<file path="src/rtl/div_if.sv">
// Request/response bundle between the CPU control and the iterative divider.
interface div_if #(
  parameter int unsigned WIDTH = 32
);
  logic             start;
  logic             signed_op;
  logic [WIDTH-1:0] a;
  logic [WIDTH-1:0] b;
  logic             busy;
  logic             done;
  logic [WIDTH-1:0] q;
  logic [WIDTH-1:0] r;
  logic             div_by_zero;

  modport master (
    output start, signed_op, a, b,
    input  busy, done, q, r, div_by_zero
  );

  modport slave (
    input  start, signed_op, a, b,
    output busy, done, q, r, div_by_zero
  );
endinterface

</file>
<file path="src/rtl/multicycle_divider.sv">
// Radix-2 restoring divider: one quotient bit per cycle, sign fix-up at the end,
// quotient/remainder registered and flagged by a one-cycle done pulse.
module multicycle_divider #(
  parameter int unsigned WIDTH = 32
) (
  input logic  clk,
  input logic  reset,
  div_if.slave bus
);
  localparam int unsigned CW = $clog2(WIDTH);

  typedef enum logic [1:0] {IDLE, CALC, FIX} state_t;

  state_t           state, state_nxt;
  logic [CW-1:0]    cnt;
  logic [WIDTH-1:0] rem;
  logic [WIDTH-1:0] dvd;
  logic [WIDTH-1:0] dvs;
  logic [WIDTH-1:0] a_orig;
  logic             sign_q, sign_r, zero_div;
  logic [WIDTH:0]   shifted;
  logic [WIDTH:0]   trial;
  logic             last;

  assign last     = (cnt == CW'(WIDTH - 1));
  assign bus.busy = (state != IDLE);
  // dvd shifts its MSB into the partial remainder and collects quotient bits at its LSB
  assign shifted  = {rem, dvd[WIDTH-1]};
  assign trial    = shifted - {1'b0, dvs};

  always_ff @(posedge clk) begin
    if (!reset) state <= IDLE;
    else        state <= state_nxt;
  end

  always_comb begin
    state_nxt = state;
    case (state)
      IDLE:    if (bus.start) state_nxt = CALC;
      CALC:    if (last)      state_nxt = FIX;
      FIX:                    state_nxt = IDLE;
      default:                state_nxt = IDLE;
    endcase
  end

  always_ff @(posedge clk) begin
    if (!reset) begin
      cnt             <= '0;
      rem             <= '0;
      dvd             <= '0;
      dvs             <= '0;
      a_orig          <= '0;
      sign_q          <= 1'b0;
      sign_r          <= 1'b0;
      zero_div        <= 1'b0;
      bus.done        <= 1'b0;
      bus.q           <= '0;
      bus.r           <= '0;
      bus.div_by_zero <= 1'b0;
    end else begin
      bus.done <= 1'b0;
      case (state)
        IDLE: begin
          if (bus.start) begin
            cnt      <= '0;
            rem      <= '0;
            a_orig   <= bus.a;
            zero_div <= (bus.b == '0);
            if (bus.signed_op) begin
              dvd    <= bus.a[WIDTH-1] ? -bus.a : bus.a;
              dvs    <= bus.b[WIDTH-1] ? -bus.b : bus.b;
              sign_q <= bus.a[WIDTH-1] ^ bus.b[WIDTH-1];
              sign_r <= bus.a[WIDTH-1];
            end else begin
              dvd    <= bus.a;
              dvs    <= bus.b;
              sign_q <= 1'b0;
              sign_r <= 1'b0;
            end
          end
        end
        CALC: begin
          cnt <= cnt + 1'b1;
          // rem < dvs holds throughout, so trial's MSB is a true sign bit
          if (!trial[WIDTH]) begin
            rem <= trial[WIDTH-1:0];
            dvd <= {dvd[WIDTH-2:0], 1'b1};
          end else begin
            rem <= shifted[WIDTH-1:0];
            dvd <= {dvd[WIDTH-2:0], 1'b0};
          end
        end
        FIX: begin
          bus.done        <= 1'b1;
          bus.div_by_zero <= zero_div;
          if (zero_div) begin
            bus.q <= '1;
            bus.r <= a_orig;
          end else begin
            bus.q <= sign_q ? -dvd : dvd;
            bus.r <= sign_r ? -rem : rem;
          end
        end
        default: ;
      endcase
    end
  end
endmodule

</file>
<file path="src/flat_wrapper.sv">
// flat-port wrapper written by rule: the top's interface ports become plain ports
module multicycle_divider_flat 
#(
  parameter int unsigned WIDTH = 32
)
  (clk, reset, bus_start, bus_signed_op, bus_a, bus_b, bus_busy, bus_done, bus_q, bus_r, bus_div_by_zero);
  div_if #(.WIDTH(WIDTH)) bus_i ();
  input logic clk;
  input logic reset;
  input wire logic [$bits(bus_i.start)-1:0] bus_start;
  input wire logic [$bits(bus_i.signed_op)-1:0] bus_signed_op;
  input wire logic [$bits(bus_i.a)-1:0] bus_a;
  input wire logic [$bits(bus_i.b)-1:0] bus_b;
  output wire logic [$bits(bus_i.busy)-1:0] bus_busy;
  output wire logic [$bits(bus_i.done)-1:0] bus_done;
  output wire logic [$bits(bus_i.q)-1:0] bus_q;
  output wire logic [$bits(bus_i.r)-1:0] bus_r;
  output wire logic [$bits(bus_i.div_by_zero)-1:0] bus_div_by_zero;
  assign bus_i.start = bus_start;
  assign bus_i.signed_op = bus_signed_op;
  assign bus_i.a = bus_a;
  assign bus_i.b = bus_b;
  assign bus_busy = bus_i.busy;
  assign bus_done = bus_i.done;
  assign bus_q = bus_i.q;
  assign bus_r = bus_i.r;
  assign bus_div_by_zero = bus_i.div_by_zero;
  multicycle_divider #(.WIDTH(WIDTH)) u_core (.clk(clk), .reset(reset), .bus(bus_i));
endmodule
</file>
<file path="config.mk">
export PLATFORM = sky130hd
export DESIGN_NAME = multicycle_divider_flat
export DESIGN_NICKNAME = d
export VERILOG_FILES = /design/src/rtl/div_if.sv /design/src/rtl/multicycle_divider.sv /design/src/flat_wrapper.sv
export SDC_FILE = /design/constraint.sdc
export NUM_CORES = 1
export LEC_CHECK = 0
export ABC_AREA = 1
export BUFFER_PORTS_ARGS = -buffer_cell sky130_fd_sc_hd__buf_2
export CAP_MARGIN = 30
export CORE_ASPECT_RATIO = 0.8
export CORE_MARGIN = 3
export CORE_UTILIZATION = 55
export DETAILED_ROUTE_END_ITERATION = 7
export PLACE_DENSITY = 0.78
export SLEW_MARGIN = 20
export SYNTH_ARGS = -nofsm -noshare
export SYNTH_HDL_FRONTEND = slang
export SYNTH_SLANG_ARGS = --single-unit
</file>
<file path="constraint.sdc">
create_clock -name clk -period 2.22 [get_ports clk]
set_input_delay 0 -clock clk [delete_from_list [all_inputs] [get_ports clk]]
set_output_delay 0 -clock clk [all_outputs]
set_load 0.05 [all_outputs]
</file>
After elaboration in Yosys (flattened, before gate mapping) --
Cells that the tools add are included.
Storage, ports and cells: bits in registers 204, word-level logic and storage cells 54
Operators by class: add/subtract/negate cells 6, equality and inequality tests 5, multiplexer cells 22, bitwise operators 1, reductions and logical operators 7
Operators with widths (number):
- 32-bit 2-to-1 mux | 11
- 32-bit negation | 4
- 32-bit one-hot mux with 2 select lines | 2
- 33-bit by 32-bit subtractor with 33-bit output | 1
- 32-bit logical NOT | 1
- 5-bit one-hot mux with 2 select lines | 1
- 2-bit AND reduction | 3
- 5-bit by 1-bit adder with 5-bit output (second input constant) | 1
- 5-bit == test (second input constant) | 1
- 5-bit 2-to-1 mux | 1
- 1-bit 2-to-1 mux | 4
- 2-bit 2-to-1 mux | 2
- 2-bit one-hot mux with 2 select lines | 1
- 2-bit nonzero test | 2
- 2-bit by 1-bit == test with 1-bit output (second input constant) | 1
- 2-bit == test (second input constant) | 1
- 2-bit logical NOT | 1
- 2-bit by 1-bit != test with 1-bit output (second input constant) | 1
- 2-bit != test (second input constant) | 1
- 1-bit XOR | 1

Depth between registers and ports, before layout --
Gate-level depths: netlist of run 1.
word-level depth 5, gate-level depth with buffers 18, depth with buffers taken out 17

Least setup slack after synthesis of run 1 --
OpenSTA, ideal clock, no wires.
path type register to register, from register u_core.dvd[31], to register u_core.rem[17], arrival time 2055 ps, slack 21 ps, stages on the path, launching flop included 19, path buffers 1, path through dfxtp_1 -> inv_1 -> ha_1 -> fa_1 -> inv_1 -> nand2_1 -> nand2_1 -> nand3_1 -> nand2_2 -> nand2_2 -> nand2_4 -> nand2_4 -> nand2_4 -> nand2_8 -> nand2_8 -> buf_6 -> nand2_2 -> nand3_2 -> a21oi_2
On the way: word-level cells in the longest chain between the ends 3
RTL lines:
- start: declaration | RTL line multicycle_divider.sv:17 | logic [WIDTH-1:0] dvd;
- start signal: assignment | RTL line multicycle_divider.sv:70 | dvd <= bus.a[WIDTH-1] ? -bus.a : bus.a;
- start signal: assignment | RTL line multicycle_divider.sv:75 | dvd <= bus.a;
- start signal: assignment | RTL line multicycle_divider.sv:87 | dvd <= {dvd[WIDTH-2:0], 1'b1};
- 33-bit by 32-bit subtractor with 33-bit output | RTL line multicycle_divider.sv:29 | assign trial = shifted - {1'b0, dvs};
- 32-bit 2-to-1 mux | RTL line multicycle_divider.sv:85 | if (!trial[WIDTH]) begin
- 32-bit one-hot mux with 2 select lines | RTL line multicycle_divider.sv:62 | case (state)
- end signal: assignment | RTL line multicycle_divider.sv:86 | rem <= trial[WIDTH-1:0];
- end signal: assignment | RTL line multicycle_divider.sv:89 | rem <= shifted[WIDTH-1:0];
- end: declaration | RTL line multicycle_divider.sv:16 | logic [WIDTH-1:0] rem;
Every way passes these cells. A chain may end at the register's enable or synchronous reset.

Final worst setup path of run 1 --
from register u_core.rem[1], to register u_core.rem[25]
On the way: word-level cells in the longest chain between the ends 3
RTL lines (RTL line):
- 33-bit by 32-bit subtractor with 33-bit output | multicycle_divider.sv:29
- 32-bit 2-to-1 mux | multicycle_divider.sv:85
- 32-bit one-hot mux with 2 select lines | multicycle_divider.sv:62
Every way passes these cells.

==> summary by stage, run 1 <==
Global route
Global routing used 35.8% of the available tracks. After global routing the overflow that remains totals 0. The first-pass GRT wire length is 79.8 mm. The number of antenna violations at the first check in global routing is 1. Entering global routing, the biggest net connects 89 pins. The number of global-route vias before repair is 15007.

Worst setup path
In this run the worst path has a maximum fanout of 6. For the worst flop-to-flop path, the logic depth is 14. The origin of the worst setup path is u_core.rem[1]$_SDFFE_PN0P_. The critical path is of the reg2reg type. STA classifies the critical path startpoint as a register.

At the worst endpoint, the required time is 2670 ps. For this run, the slowest stage of the critical path takes 420 ps. The top cell family by delay on the critical path is simple AND/OR/NAND/NOR gates. The buffering stage count on the worst path with inverters included is 0.

The critical path endpoint category is a register. The cell with the biggest individual delay on the critical path is sky130_fd_sc_hd__dfxtp_1. The worst register-to-register path ends at u_core.rem[25]$_SDFFE_PN0P_. The reg-to-reg startpoint is u_core.rem[1]$_SDFFE_PN0P_. STA puts the critical path data arrival time at 2750 ps. Walking the worst path, the cells encountered are ha_2 -> nand2_1 -> nand2_1 -> a21oi_1 -> nand2_1 -> nand2_1 -> nand2_1 -> nand2_1 -> nand2_1 -> nand2_1 -> nand2_1 -> nand2_4 -> nand3_2 -> a21oi_2. The most used cell along the critical path is sky130_fd_sc_hd__nand2_1. For flop-to-flop paths, the worst setup slack is -70 ps.

Finish
The area taken by multi-input logic gates is 0.00900 mm2. The fill cell instance count of the final layout is 2086. The repair_antennas step left the layout with diodes totalling 0. The finished layout cell area is 0.0181 mm2.

The area growth from synthesis to layout is 27.0%. For this run, the post-layout net count is 2658. In the final layout, flip-flops and latches occupy 0.00409 mm2. The number of standard cells in the final layout excluding fillers is 2891. The post-route netlist has 19.8% of its cells at a drive strength greater than 1. The library cells used most frequently in the layout, excluding fill and tap cells, are sky130_fd_sc_hd__nand2_1 (545), sky130_fd_sc_hd__inv_1 (341), sky130_fd_sc_hd__dfxtp_1 (198). The leading cell type in the layout, fill and taps excluded is sky130_fd_sc_hd__nand2_1.

Clock tree
TritonCTS created 23 clock buffers. The tree built by TritonCTS fans out to 204 sinks. TritonCTS built the clock tree.

No sink is reached through more buffers than the 3 on the longest clock path. The clock-pin slew reported for the worst setup and hold paths after clock tree synthesis is 60 ps. The CTS H-tree depth is 1.

The tree is rooted in a sky130_fd_sc_hd__clkbuf_16. The clock reaches the later pin of the worst-skew pair after 550 ps.

Synth
The synthesized design contains 204 register bits. The number of nets in the synthesized netlist is 2398. The sequential-to-total area share from yosys stat is 28.6%. The cell count after synthesis came out at 2291. The average instance in the mapped netlist occupies 6.22 um2. Counting distinct cell types in the post-synthesis netlist gives 51. After synthesis the cells add up to 0.0143 mm2. Of all flip-flops after synthesis, the portion carrying an async set or reset was 0%. Yosys mapped a number of flops with a built-in enable equal to 0. Among all flip-flop cells after synthesis, the most frequent one is sky130_fd_sc_hd__dfxtp_1. The total of warnings raised by yosys is 0.

STA
After layout, the minimum clock period comes to 2290 ps. The worst path uses 103% of the clock period. Clock skew on the completed layout was measured at 36.1 ps. For the pin with the worst max-slew slack, the measured transition is 685 ps. The setup violation total in the final timing report is 24. The count of final max-slew check failures is 0. Headroom to the max-slew limit came out at 54.0%. Setup slack on the critical path of the routed design comes to -74.4 ps. The total count of hold-check failures in the final report came to 0. Setup repair after global routing could not meet its margin everywhere.

The highest achievable clock rate is 436 MHz.

Routing
The detailed router's first-iteration violation count is 1987. The first-pass iteration count of the detailed router is 6. In this run the remaining antenna-violating nets after routing total 0. The wire length reported by the detailed router is 51.6 mm.

After detailed routing, the number of vias per cell comes to 5.74. In the final routed layout, each cell accounts on average for 17.8 um. The via count of the routed design is 16595. The number of remaining DRC errors is 0.

Outcome
The flow ran to the end, but the final reports show violations. The checks that failed: negative setup slack.

Place
The HPWL after detailed placement is 36.7 mm. The placed standard-cell area is 0.0158 mm2. At the placement stage, the worst setup path has a slack of -130 ps.

The number of input and output port buffers inserted is 134. At the end of routability-driven placement, the weighted congestion stood at 1.02. Once placement completed, the tool counted placed cells totaling 2763.

Power and ir drop
The overall power of the completed layout is 32.6 mW. In this run the power density over the cells is 1800 mW/mm2. VDD sags by at most 0.00128 V. In this run the static leakage power is 8.93 nW.

Hold path
The startpoint of the lowest-slack hold path is bus_signed_op. The hold path endpoint is u_core.dvd[31]$_SDFFE_PN0P_. The path category of the worst min-delay check is in2reg. The number of cells on the worst hold path is 5.

Floorplanning
The number of standard-cell rows in the floorplan is 52. The vertical extent of the die is 150 um. The die outline area is 0.0279 mm2.

The initial cell density of the core is 56.2%. Measured along the x axis, the die boundary spans 186 um. The core region is 0.0254 mm2. The number of primary I/O pins is 135.

Job
Max-cap violations in this run came to 0.
==> worst reg2reg max path, stage by stage, from the launching register on <==
cell and delay (ps):
sky130_fd_sc_hd__dfxtp_1 420, sky130_fd_sc_hd__ha_2 350, sky130_fd_sc_hd__nand2_1 110, sky130_fd_sc_hd__nand2_1 70
sky130_fd_sc_hd__a21oi_1 120, sky130_fd_sc_hd__nand2_1 150, sky130_fd_sc_hd__nand2_1 110, sky130_fd_sc_hd__nand2_1 140
sky130_fd_sc_hd__nand2_1 170, sky130_fd_sc_hd__nand2_1 70, sky130_fd_sc_hd__nand2_1 60, sky130_fd_sc_hd__nand2_1 110
sky130_fd_sc_hd__nand2_4 100, sky130_fd_sc_hd__nand3_2 70, sky130_fd_sc_hd__a21oi_2 150
==> power by group <==
group          internal, mW  total (mW)  switching [mW]
Clock                  2.23        3.85            1.62
Sequential             4.12        4.68           0.553
Combinational          9.42        24.1            14.6
==> timing repair <==
| action | 4_1_cts | 5_1_grt |
|---|---|---|
| pin swaps | 7 | 20 |
| hold buffers | 71 | 0 |
| endpoints found under the setup margin | 33 | 57 |
| hold endpoints to repair | 118 | 0 |
| gates resized for setup | 40 | 91 |
| gates cloned | 1 | 3 |
| setup buffers | 5 | 7 |
==> per-stage QoR <==
stage / utilization [%] / hold WS, ps / TNS [ps]
CTS: 69.5 / 32.5 / -0.126
detailed placement: 62.4 / 312 / -2760
global route: 71.3 / 66.4 / -3860
global placement: 62.4 / 298 / -425
floorplan: - / 149 / 0
finish: 71.3 / 19.8 / -874
==> logic make-up (layout without fill, tap and decap cells) <==
logic type,after synthesis,count (layout),synth area share (%)
xor+xnor,59,59,3.62
buf+inv,464,740,12.6
simple gates,1082,1082,33.4
flops,204,204,28.6
fa+ha+maj,39,39,3.48
compound gates,443,443,18.2
==> flip-flops by register name (all words and copies together) (netlist names), 2 cells and up <==
register and count:
u_core.bus.r 32, u_core.dvs 32, u_core.state 2, u_core.dvd 32
u_core.cnt 5, u_core.a_orig 32, u_core.rem 32, u_core.bus.q 32
==> routing by layer <==
metal / track usage [%] / vias up / wire [um]
li1: - / 7943 / -
met3: 8.65 / 126 / 6020
met1: 53.4 / 7575 / 22900
met5: 0 / - / 13
met2: 51.6 / 949 / 21100
met4: 9.12 / 2 / 1510
==> worst max path at each step <==
stage	endpoint	slack [ps]	cells after the start
2_1_floorplan	u_core.rem[17]$_SDFFE_PN0P_	20	18
3_3_place_gp	u_core.rem[27]$_SDFFE_PN0P_	-50	15
3_5_place_dp	u_core.rem[6]$_SDFFE_PN0P_	-130	17
4_1_cts	u_core.rem[27]$_SDFFE_PN0P_	-0.1	17
5_1_grt	u_core.rem[27]$_SDFFE_PN0P_	-160	14
6_report	u_core.rem[25]$_SDFFE_PN0P_	-70	14
==> cell type report <==
| type | instances | share of cell area, % |
|---|---|---|
| multi-input cells | 1623 | 49.7 |
| flip-flops and latches | 204 | 22.6 |
| repair buffers | 326 | 13.5 |
| well taps | 324 | 2.24 |
| clock inverters | 7 | 0.415 |
| inverters | 373 | 7.78 |
| clock buffers | 34 | 3.74 |
==> cells in the mapped netlist (3+ instances only) <==
master / n / area, um2
sky130_fd_sc_hd__a21oi_1: 171 / 856
sky130_fd_sc_hd__xor2_1: 36 / 315
sky130_fd_sc_hd__o21bai_1: 5 / 37.5
sky130_fd_sc_hd__buf_2: 9 / 45.0
sky130_fd_sc_hd__o21ai_1: 5 / 25.0
sky130_fd_sc_hd__ha_1: 38 / 475
sky130_fd_sc_hd__o22ai_1: 10 / 62.6
sky130_fd_sc_hd__or2_2: 5 / 31.3
sky130_fd_sc_hd__inv_2: 8 / 30.0
sky130_fd_sc_hd__inv_1: 359 / 1350
sky130_fd_sc_hd__buf_1: 8 / 30.0
sky130_fd_sc_hd__nand3_1: 151 / 756
sky130_fd_sc_hd__a31oi_1: 17 / 106
sky130_fd_sc_hd__buf_4: 3 / 22.5
sky130_fd_sc_hd__nor4_1: 4 / 25.0
sky130_fd_sc_hd__nand3b_1: 3 / 22.5
sky130_fd_sc_hd__nand2_4: 3 / 33.8
sky130_fd_sc_hd__nor2_2: 7 / 43.8
sky130_fd_sc_hd__clkinv_1: 6 / 22.5
sky130_fd_sc_hd__nand4_1: 33 / 206
sky130_fd_sc_hd__nor2_1: 198 / 743
sky130_fd_sc_hd__o211ai_1: 14 / 105
sky130_fd_sc_hd__a22oi_1: 14 / 105
sky130_fd_sc_hd__xnor2_1: 23 / 201
sky130_fd_sc_hd__clkbuf_1: 67 / 251
sky130_fd_sc_hd__nand3_2: 24 / 240
sky130_fd_sc_hd__and2_1: 4 / 25.0
sky130_fd_sc_hd__a21oi_2: 22 / 193
sky130_fd_sc_hd__o221ai_1: 22 / 193
sky130_fd_sc_hd__buf_6: 4 / 45.0
sky130_fd_sc_hd__dfxtp_1: 204 / 4080
sky130_fd_sc_hd__nor3_1: 36 / 180
sky130_fd_sc_hd__nand2_2: 29 / 181
sky130_fd_sc_hd__nand2_1: 574 / 2150
sky130_fd_sc_hd__a211oi_1: 21 / 158
sky130_fd_sc_hd__o21ai_0: 130 / 651
sky130_fd_sc_hd__nor3_2: 4 / 40.0
No activity file was read; power rests on OpenSTA's default activity.
==> inputs of run 2 (changes only) <==
Settings changed: CELL_PAD_IN_SITES_DETAIL_PLACEMENT set to 0, CELL_PAD_IN_SITES_GLOBAL_PLACEMENT set to 2, CORE_UTILIZATION 55 to 29, PLACE_DENSITY 0.78 to unset, PLACE_DENSITY_LB_ADDON set to 0.1.
==> run 2 against run 1 <==
- the flow still finishes with violations (negative setup slack)
- sequential share of layout area decreased by 1.5 points
- die area increased by 86%
- first-iteration DRC count fell by 40%
- sequential cell count is the same
- sequential power about the same
- via count down 5.0%
- clock skew barely moved
- combinational power up 10%
- clock power grew 21%
- non-clock buffer count increased by 86
- utilization decreased by 31 points
==> summary by stage, run 2 (synthesis gave the netlist of run 1 again) <==
Outcome
Result of the run: finished, violations left (unchanged). Violated checks: negative setup slack (unchanged).

Clock tree
The TritonCTS buffer count is 26 (was 23). The CTS H-tree depth was 1 (unchanged). The clock-pin slew reported for the worst setup and hold paths after clock tree synthesis was 60 ps (about the same).

The clock latency at the later pin of the worst-skew pair came to 560 ps (was 550 ps). The total clock sinks is 204 (unchanged). The master cell of the clock root buffer is sky130_fd_sc_hd__clkbuf_16 (unchanged).

The CTS tree is built (unchanged). The maximum root-to-sink buffer count is 3 (unchanged).

STA
RSZ-0062 raised after global routing: yes (unchanged). The final critical-path setup slack is -94.5 ps (was -74.4 ps). The highest achievable clock rate was 432 MHz (was 436 MHz). The setup violation total in the final timing report is 32 (was 24).

The total count of hold-check failures in the final report is 0 (unchanged). The transition time of the tightest slew-check pin came to 599 ps (was 685 ps). The share of the clock period used by the worst path after layout is 104% (was 103%).

The time the final worst path needs with I/O delays and setup is 2310 ps (was 2290 ps). The worst setup skew after layout was 36.0 ps (was 36.1 ps). The tightest slew margin relative to the limit is 59.8% (was 54.0%). The post-route setup TNS is -1910 ps (was -874 ps). The tightest hold margin came to 46.5 ps (was 19.8 ps). The count of final max-slew check failures is 0 (unchanged).

Routing
The wire length per cell is 18.0 um (was 17.8 um). The detailed router's first-iteration violation count is 1188 (was 1987). The number of nets with antenna violations after detailed routing is 0 (unchanged). The via count of the routed design is 15771 (was 16595). The wire length reported by the detailed router came to 59.1 mm (was 51.6 mm).

The first-pass iteration count of the detailed router is 5 (was 6). The average via count per standard cell was 4.80 (was 5.74). The number of remaining DRC errors is 0 (unchanged).

Worst setup path
The maximum single-stage delay on the critical path is 370 ps (was 420 ps). The critical path endpoint category is a register (unchanged). The maximum fanout count along the critical path came to 5 (was 6). The cell with the biggest individual delay on the critical path is sky130_fd_sc_hd__fa_2 (was sky130_fd_sc_hd__dfxtp_1). Critical Path, Cell by Cell: inv_2 -> ha_4 -> fa_2 -> inv_2 -> nand2_2 -> nand2_2 -> nand3_2 -> nand2_2 -> nand2_2 -> nand2_4 -> nand2_4 -> nand2_4 -> nand2_8 -> nand2_8 -> buf_12 -> clkbuf_16 -> nand2_4 -> nand3_2 -> a21oi_2 (was ha_2 -> nand2_1 -> nand2_1 -> a21oi_1 -> nand2_1 -> nand2_1 -> nand2_1 -> nand2_1 -> nand2_1 -> nand2_1 -> nand2_1 -> nand2_4 -> nand3_2 -> a21oi_2). The kind of critical path is reg2reg (unchanged). The critical path required time is 2620 ps (was 2670 ps). The worst path arrival time is 2720 ps (was 2750 ps). The type of origin of the critical path is a register (unchanged).

Job
The number of max-cap violations is 0 (unchanged).

Power and ir drop
The internal power contribution is 17.9 mW (was 15.8 mW). The switching power as a share of total power is 49.9% (was 51.6%). The reported net switching power was 17.9 mW (was 16.8 mW). The overall power of the completed layout is 35.8 mW (was 32.6 mW).

The clock network fraction of total power was 13.0% (was 11.8%). The total leakage power is 9.57 nW (was 8.93 nW). The power per cell area is 1840 mW/mm2 (was 1800 mW/mm2).

The fraction of power consumed by sequential logic is 13.0% (was 14.4%). The combinational fraction of design power is 74.0% (was 73.8%). The worst IR drop on VDD is 0.00110 V (was 0.00128 V).

Hold path
The path category of the worst min-delay check is in2reg (unchanged).

Finish
The finished layout cell area is 0.0194 mm2 (was 0.0181 mm2). The synthesis-to-layout area growth came to 36.2% (was 27.0%). The post-layout net count is 2747 (was 2658). The ratio of cells with drive above 1 in the final layout is 22.9% (was 19.8%). The number of standard cells in the final layout excluding fillers came to 3289 (was 2891). The total inserted antenna cells is 0 (unchanged). Leading cell types in the layout, fill and taps excluded: sky130_fd_sc_hd__nand2_1 (550), sky130_fd_sc_hd__inv_1 (337), sky130_fd_sc_hd__dfxtp_1 (195) (was sky130_fd_sc_hd__nand2_1 (545), sky130_fd_sc_hd__inv_1 (341), sky130_fd_sc_hd__dfxtp_1 (198)). The leading cell type in the layout, fill and taps excluded was sky130_fd_sc_hd__nand2_1 (unchanged).

Place
The number of input and output port buffers inserted is 134 (unchanged). The placed standard-cell area was 0.0169 mm2 (was 0.0158 mm2). The post-placement cell count is 3156 (was 2763). The last weighted congestion value of the routability-driven placer is 0.865 (was 1.02). The HPWL after detailed placement is 45.8 mm (was 36.7 mm).

Floorplanning
The vertical extent of the die is 204 um (was 150 um). The number of primary I/O pins is 135 (unchanged). The initial cell density of the core is 29.4% (was 56.2%). The number of standard-cell rows in the floorplan is 72 (was 52). The placeable core area is 0.0485 mm2 (was 0.0254 mm2). The die outline area is 0.0519 mm2 (was 0.0279 mm2).

The die width is 254 um (was 186 um).

Global route
The number of global-route vias before repair is 14844 (was 15007). The total global routing track utilization came to 22.4% (was 35.8%). The first-pass GRT wire length was 89.5 mm (was 79.8 mm). The total overflow reported by the global router was 0 (unchanged). The pin count of the biggest net entering global routing is 81 (was 89).

The number of antenna violations at the first check in global routing is 1 (unchanged).
## run 2: cell types whose count changed in the layout (fill, tap and decap cells not counted), sizes merged
cell	previous run	this run
clkbuf	37	34
clkinv	10	14
inv	368	367
clkinvlp	1	2
bufinv	1	5
buf	252	340
## run 2: final timing paths
check,cells after the start,from,slack [ps],end
worst max register to register,19,u_core.dvd[31]$_SDFFE_PN0P_,-90,u_core.rem[14]$_SDFFE_PN0P_
worst min-delay path,5,bus_signed_op,50,u_core.dvs[31]$_SDFFE_PN0P_
worst min register to register,2,u_core.a_orig[20]$_SDFFE_PN0P_,460,u_core.a_orig[20]$_SDFFE_PN0P_
worst max-delay path,19,u_core.dvd[31]$_SDFFE_PN0P_,-90,u_core.rem[14]$_SDFFE_PN0P_
## run 2: what timing repair did
action	in CTS	in global routing
gates cloned	2	1
hold buffers	71	0
buffers inserted	5	6
setup endpoints to repair	32	59
pin swaps	2	15
endpoints found under the hold margin	112	0
gates resized for setup	76	68
## run 2: power groups by stage
stage	Sequential [mW]	Clock (mW)	Combinational, mW
final	4.66	4.65	26.5
after global routing	4.71	4.92	29.1
after CTS	4.66	4.78	25.0
after floorplan	4.56	0	13.9
after detailed placement	4.65	0	22.5
after global placement	4.66	0	22.5
## run 2: per-stage QoR
stage          worst slack (ps)  utilization, %
5_1_grt                    -201            40.1
6_report                  -94.5            40.1
3_3_place_gp               -107            34.9
3_5_place_dp               -136            34.9
2_1_floorplan              21.4               -
4_1_cts                   -52.0            39.4
## run 2: per-layer routing
layer / global-route usage, % / vias up / routed length, um
met3: 4.41 / 43 / 4000
met1: 35.5 / 7221 / 31500
li1: - / 8112 / -
met5: 0 / - / 0
met2: 30.9 / 395 / 22800
met4: 3.40 / 0 / 780
## run 2: critical path, delay by kind of cell, from the launching register on
kind                       cells  cell delay [ps]
buffers and inverters          4              390
AOI/OAI and AO/OA              1               50
adders and majority gates      2              520
and+or+nand+nor               12              860
DFF                            1              330
## run 2: final cells by class
cell class,instances,area (um2)
multi-input combinational,1623,9020
fill,5275,29100
inverter,373,1400
tap,629,787
clock inverter,15,216
clock buffer,33,717
sequential,204,4100
timing repair buffer,412,3180
